**src/rtl/y86_pkg.sv**
```systemverilog
`default_nettype none
// ============================================================================
// Package    : y86_pkg
// Description: Shared Y86-64 icode and status encodings, and the pipeline
//              controller state type.
// Revision   : 1.0 - initial release
// ============================================================================
package y86_pkg;

  localparam logic [3:0] c_NOP    = 4'h1;
  localparam logic [3:0] c_MRMOVQ = 4'h5;
  localparam logic [3:0] c_OPQ    = 4'h6;
  localparam logic [3:0] c_JXX    = 4'h7;
  localparam logic [3:0] c_RET    = 4'h9;
  localparam logic [3:0] c_POPQ   = 4'hB;
  localparam logic [3:0] c_RNONE  = 4'hF;

  localparam logic [2:0] c_AOK = 3'd1;
  localparam logic [2:0] c_HLT = 3'd2;
  localparam logic [2:0] c_ADR = 3'd3;
  localparam logic [2:0] c_INS = 3'd4;

  // The ret sequence owes two further bubble cycles after the detect cycle.
  localparam logic [1:0] c_RET_EXTRA = 2'd2;

  typedef enum logic [0:0] {
    ST_RUN  = 1'b0,
    ST_HALT = 1'b1
  } pipe_state_t;

  function automatic logic is_load(input logic [3:0] icode);
    return (icode == c_MRMOVQ) || (icode == c_POPQ);
  endfunction

endpackage
`default_nettype wire

```
**src/rtl/pipe_control.sv**
```systemverilog
`default_nettype none
// ============================================================================
// Module     : pipe_control
// Description: Y86-64 pipeline hazard controller: stall/bubble generation,
//              ret sequencing, halt state and an E-bubble event counter.
// Revision   : 1.0 - initial release
// ============================================================================
module pipe_control
  import y86_pkg::*;
(
  input  logic        clk,
  input  logic        rst,
  input  logic [3:0]  D_icode,
  input  logic [3:0]  E_icode,
  input  logic [3:0]  M_icode,
  input  logic [3:0]  d_srcA,
  input  logic [3:0]  d_srcB,
  input  logic [3:0]  E_dstM,
  input  logic        e_cnd,
  input  logic [2:0]  m_stat,
  input  logic [2:0]  W_stat,
  output logic        F_stall,
  output logic        D_stall,
  output logic        W_stall,
  output logic        D_bubble,
  output logic        E_bubble,
  output logic        M_bubble,
  output logic        set_cc,
  output logic        halted,
  output logic [31:0] bubble_count
);

  pipe_state_t r_state;
  pipe_state_t w_state_nxt;
  logic [1:0]  r_rc;
  logic [1:0]  w_rc_nxt;
  logic [31:0] r_bubble_count;
  logic        w_lu;
  logic        w_mp;
  logic        w_rs;
  logic        w_rp;
  logic        w_unused;

  assign w_unused = ^M_icode;

  assign w_lu = is_load(E_icode) && (E_dstM != c_RNONE) &&
                ((E_dstM == d_srcA) || (E_dstM == d_srcB));
  assign w_mp = (E_icode == c_JXX) && !e_cnd;
  // A ret colliding with load/use is not accepted; it is re-detected next cycle.
  assign w_rs = (D_icode == c_RET) && !w_lu && !w_mp && (r_rc == 2'd0);
  assign w_rp = w_rs || (r_rc != 2'd0);

  always_comb begin
    w_state_nxt = r_state;
    w_rc_nxt    = r_rc;
    F_stall     = 1'b0;
    D_stall     = 1'b0;
    W_stall     = 1'b0;
    D_bubble    = 1'b0;
    E_bubble    = 1'b0;
    M_bubble    = 1'b0;
    set_cc      = 1'b0;
    halted      = 1'b0;
    if (rst) begin
      D_bubble = 1'b1;
      E_bubble = 1'b1;
      M_bubble = 1'b1;
    end else if (r_state == ST_HALT) begin
      F_stall = 1'b1;
      D_stall = 1'b1;
      W_stall = 1'b1;
      halted  = 1'b1;
    end else begin
      F_stall  = w_lu || w_rp;
      D_stall  = w_lu;
      D_bubble = w_mp || (w_rp && !w_lu);
      E_bubble = w_mp || w_lu;
      M_bubble = (m_stat != c_AOK) || (W_stat != c_AOK);
      set_cc   = (E_icode == c_OPQ) && (m_stat == c_AOK) && (W_stat == c_AOK);
      if (w_mp) begin
        w_rc_nxt = 2'd0;
      end else if (r_rc != 2'd0) begin
        w_rc_nxt = r_rc - 2'd1;
      end else if (w_rs) begin
        w_rc_nxt = c_RET_EXTRA;
      end
      if (W_stat != c_AOK) begin
        w_state_nxt = ST_HALT;
      end
    end
  end

  // Reset clears the counter even though E_bubble is forced high during reset.
  always_ff @(posedge clk) begin
    if (rst) begin
      r_state        <= ST_RUN;
      r_rc           <= 2'd0;
      r_bubble_count <= 32'd0;
    end else begin
      r_state <= w_state_nxt;
      r_rc    <= w_rc_nxt;
      if (E_bubble && (r_bubble_count != 32'hFFFF_FFFF)) begin
        r_bubble_count <= r_bubble_count + 32'd1;
      end
    end
  end

  assign bubble_count = r_bubble_count;

endmodule
`default_nettype wire
```
**config.mk**
```make
export PLATFORM = sky130hd
export DESIGN_NAME = pipe_control
export DESIGN_NICKNAME = d
export VERILOG_FILES = /design/src/rtl/y86_pkg.sv /design/src/rtl/pipe_control.sv
export SDC_FILE = /design/constraint.sdc
export NUM_CORES = 1
export LEC_CHECK = 0
export ABC_AREA = 1
export CAP_MARGIN = 20
export CORE_ASPECT_RATIO = 1.2
export CORE_MARGIN = 1.5
export CORE_UTILIZATION = 35
export DETAILED_ROUTE_END_ITERATION = 16
export SYNTH_ARGS = -nofsm -noshare
export SYNTH_HDL_FRONTEND = slang
export SYNTH_SLANG_ARGS = --single-unit
```
**constraint.sdc**
```tcl
create_clock -name clk -period 4.56 [get_ports clk]
set_clock_uncertainty 0.15 [all_clocks]
set_input_delay 0.684 -clock clk [delete_from_list [all_inputs] [get_ports clk]]
set_output_delay 0.684 -clock clk [all_outputs]
set_load 0.02 [all_outputs]
```
After elaboration in Yosys (flattened, before gate mapping)
Index checks and enable logic that the tools add are counted.
{"block": "classes", "muxes": 19, "div": 0, "n_eq_ne": 13, "magnitude_cmp": 0, "mul": 0, "reduce_logical": 24, "shift": 0, "bitwise_logic": 1, "addsub": 2}
{"operator": "adder 32 x 1 -> 32 bit (second input constant)", "n": 1}
{"operator": "!= test 32 bit (second input constant)", "n": 1}
{"operator": "two-way mux 1 bit", "n": 16}
{"operator": "== test 4 x 3 -> 1 bit (second input constant)", "n": 3}
{"operator": "logical AND 1 bit", "n": 10}
{"operator": "== test 4 bit", "n": 2}
{"operator": "== test 4 bit (second input constant)", "n": 2}
{"operator": "logical OR 1 bit", "n": 7}
{"operator": "== test 3 x 1 -> 1 bit (second input constant)", "n": 2}
{"operator": "two-way mux 2 bit", "n": 3}
{"operator": "!= test 3 x 1 -> 1 bit (second input constant)", "n": 2}
{"operator": "!= test 4 bit (second input constant)", "n": 1}
{"operator": "logical NOT 1 bit", "n": 3}
{"operator": "nonzero test 3 bit", "n": 1}
{"operator": "logical NOT 2 bit", "n": 1}
{"operator": "AND reduction 2 bit", "n": 1}
{"operator": "nonzero test 2 bit", "n": 1}
{"operator": "subtractor 2 x 1 -> 2 bit (second input constant)", "n": 1}
{"operator": "NOT 1 bit", "n": 1}
{"block": "word_totals", "input_bits": 33, "n_memories": 0, "wordCells": 62, "out_inout_bits": 40, "latchBits": 0, "mem_bits_rw": 0, "rom_bits": 0, "register_bits": 35}

Depth between registers and ports, before layout
{"block": "logic_depth", "depth_word": 13, "ltp_mapped": 12, "mapped_depth_nobuf": 12}

Worst setup path after synthesis
No wires, ideal clock.
{"block": "synth_timing", "path_kind": "input -> output", "start": "input rst", "end": "output F_stall", "path_buffers": 2, "required_ns": 3.726, "path_slack_ns": 1.908, "path_stages": 5, "arrival_ns": 1.818, "cell_sequence": "clkbuf_1 -> nor2_1 -> inv_2 -> clkbuf_1 -> nand3_1"}
{"block": "synth_via", "elab_chain_cells": 1}
{"item": "from (decl)", "line_no": "pipe_control.sv:12", "text": "input logic rst,"}
{"item": "two-way mux 1 bit", "line_no": "pipe_control.sv:64", "text": "if (rst) begin"}
{"item": "to (decl)", "line_no": "pipe_control.sv:22", "text": "output logic F_stall,"}
No other way between the ends.

Final worst setup path
{"block": "layout_timing", "start": "input E_dstM[2]", "end": "output D_bubble"}
{"block": "layout_via", "elab_chain_cells": 12, "word_cells_on_any_way": 15, "classes_between": "eq/ne (3); mux (2); reduce/logical (10)"}
{"item": "from (decl)", "line_no": "pipe_control.sv:18", "text": "input logic [3:0] E_dstM,"}
{"item": "!= test 4 bit / == test 4 bit (equally long branches)", "line_no": "pipe_control.sv:46, pipe_control.sv:47"}
{"item": "logical AND 1 bit / logical OR 1 bit (equally long branches)", "line_no": "pipe_control.sv:46, pipe_control.sv:47"}
{"item": "logical AND 1 bit (*)", "line_no": "pipe_control.sv:46", "text": "assign w_lu = is_load(E_icode) && (E_dstM != c_RNONE) &&"}
{"item": "logical NOT 1 bit (*)", "line_no": "pipe_control.sv:50, pipe_control.sv:76"}
{"item": "logical AND 1 bit (3 in a row)", "line_no": "pipe_control.sv:50", "text": "assign w_rs = (D_icode == c_RET) && !w_lu && !w_mp && (r_rc == 2'd0);"}
{"item": "logical OR 1 bit", "line_no": "pipe_control.sv:51", "text": "assign w_rp = w_rs || (r_rc != 2'd0);"}
{"item": "logical AND 1 bit (*)", "line_no": "pipe_control.sv:76", "text": "D_bubble = w_mp || (w_rp && !w_lu);"}
{"item": "logical OR 1 bit (*)", "line_no": "pipe_control.sv:76"}
{"item": "two-way mux 1 bit (*)", "line_no": "pipe_control.sv:68", "text": "end else if (r_state == ST_HALT) begin"}
{"item": "two-way mux 1 bit (*)", "line_no": "pipe_control.sv:64"}
{"item": "to (decl)", "line_no": "pipe_control.sv:25", "text": "output logic D_bubble,"}
Mark *: on every way between the ends. The rest lies on a longest branch, timed or not.

==> metrics.txt <==
status completed; flops & latches, synth 35; Final nets 540; final setup violation count 0; Die H 98.9 µm; Syn Nets 480; max-slew violations 0; clock sinks 35; die width 82.9 µm; GRT overflow 0; dpl cells 587; core area 7360 µm²; drt via density 4.96; worst setup margin 0.994 ns; Fmax achieved 0.280 GHz; H-tree depth 2; Ys Warns 0; CP max FO 5; drt drc 0; Yosys top cell area share 0.261; initial core utilization 0.365; cell accounting for the most synthesized area dfxtp_1; Seq/Total Area, Yosys 0.261; area delta synth->final 30.5%; post_cts resized 0; HP Start r_rc[0]$_SDFFE_PP0P_; TritonRoute pass-1 iters 4; Reg-to-Reg Start bubble_count[0]$_SDFFE_PP0P_; RSZ-0062 raised after global routing no; latest clock arrival within the worst-skew pair 0.29 ns; Max Cap Viol 0; CP Launch Type input port; met3 wirelength from detailed routing 321 µm; number of placed I/O pins 73; PwrDens 199 nW/µm²; Hold Worst Slack 0.353 ns; DR iter-0 viols 161; Crit. End Element primary output; Final ANT Viol Nets 0; Leakage 1.31 nW; CP required 3.73 ns; non-filler cells, final 595; Hold-fix buffers, CTS 0; setup bufs post-CTS 0; num rows 34; worst hold path type flop to flop; first-pass GRT wire length 13300 µm; Place WS 0.981 ns; overall routing resource usage 0.197; Slew @ Worst Pin 0.780 ns; Worst EP arrival 2.73 ns; CTS tree done; most common cell after layout, fill and taps aside nand2_1; CTS Buf Count 5; vias in the first global route 2732; Hold Fails Final Rpt 0; Synth area leaders dfxtp_1 (26%), nand2_1 (23%), nor2_1 (9.0%); critical path class input port to primary output; Detailed Place HPWL 5970 µm; Reg clk slew, reported paths 0.07 ns; max_slew headroom 0.480; fin crit share 0.782; pin count of the biggest net entering global routing 34; placer's final routability congestion estimate 0.944; Distinct cells, synth 28; Total Neg Setup Slack 0 ns; die area 8200 µm²; root buffer cell clkbuf_8; Mapped Cells 444; WL/cell 13.3 µm; average cell area after synthesis 6.04 µm²; routed via count 2954; Mapped Area 2680 µm²; DRT met1 WL 3580 µm; Worst Setup SP E_dstM[2]; fin crit period 3.57 ns; Peak VDD IR 0.106 mV; initial antenna violation count 0; layout cell share with drive strength beyond 1 0.0752; top sig layer met4; drt total wl 7900 µm; PortBufs 68; commonest non-fill, non-tap cells in the layout nand2_1 (162), clkdlybuf4s50_1 (68), nor2_1 (64); n_diodes 0; WL met2 3900 µm; Layout Utilization 0.476; Longest Clk Path Bufs 2
==> final cells by class <==
cell class | instances | area (µm²)
clock buffer | 8 | 100
fill | 781 | 3860
inverter | 31 | 116
multi-input combinational | 360 | 1770
sequential | 35 | 701
tap | 90 | 113
timing repair buffer | 71 | 703
==> cell families (layout without fill, tap and decap cells) <==
kind of cell,Yosys count,after routing,share of synthesized area
compound gates,37,37,0.0821
xor+xnor,15,15,0.0490
fa+ha+maj,3,3,0.0140
buf+inv,49,110,0.0798
flops,35,35,0.261
simple gates,305,305,0.514
==> power breakdown <==
| part | internal, mW | total [mW] | switching, mW |
|---|---|---|---|
| Combinational | 0.0538 | 0.124 | 0.0703 |
| Sequential | 0.310 | 0.315 | 0.00481 |
| Clock | 0.138 | 0.257 | 0.118 |
| Total | 0.502 | 0.695 | 0.194 |
==> flip-flops by register name (all words and copies together) (netlist names) <==
register	cells
r_state	1
bubble_count	32
r_rc	2
==> critical path, stage by stage <==
cell and delay (ns):
clkdlybuf4s50_1 0.51, inv_1 0.07, nand2_1 0.05, nand2_1 0.05, nor2_1 0.14, nand2_1 0.06, nand2_1 0.10, nand2_1 0.12
nand2_1 0.10, nand3_1 0.15, nand3_1 0.11, nand2_1 0.05, clkdlybuf4s50_1 0.54
==> Yosys cell counts <==
cell type  count
a21oi_1       24
a21oi_2        9
a31oi_1        1
and3_1         2
buf_2          3
buf_4          1
buf_6          3
clkbuf_1      11
dfxtp_1       35
ha_1           3
inv_1         28
inv_2          3
nand2_1      162
nand2_2       10
nand3_1        8
nand3_2        2
nand3b_1      15
nand4_1       34
nand4_4        1
nor2_1        64
nor2_2         1
nor2_4         1
nor3_1         2
nor3b_1        2
o21ai_0        3
or2_2          1
xnor2_1        5
xor2_1        10
==> worst paths after layout <==
path	to	slack, ns	depth (start not counted)
setup / recovery	D_bubble	0.99	13
hold / removal	r_rc[0]$_SDFFE_PP0P_	0.35	2
setup reg to reg	bubble_count[1]$_SDFFE_PP0P_	1.46	10
hold reg to reg	r_rc[0]$_SDFFE_PP0P_	0.35	2
==> per-layer routing <==
metal,vias to the layer above,track usage
li1,1561,-
met1,1301,0.250
met2,84,0.349
met3,8,0.0318
met4,0,0.0487
met5,-,0
==> through the flow <==
stage	cell area (µm²)	total power [mW]
detailed placement	3400	0.447
CTS	3500	0.706
global route	3500	0.734
finish	3500	0.695
global placement	3400	0.446
floorplan	2680	0.395
Note: power is estimated with default switching activity, not from simulation.
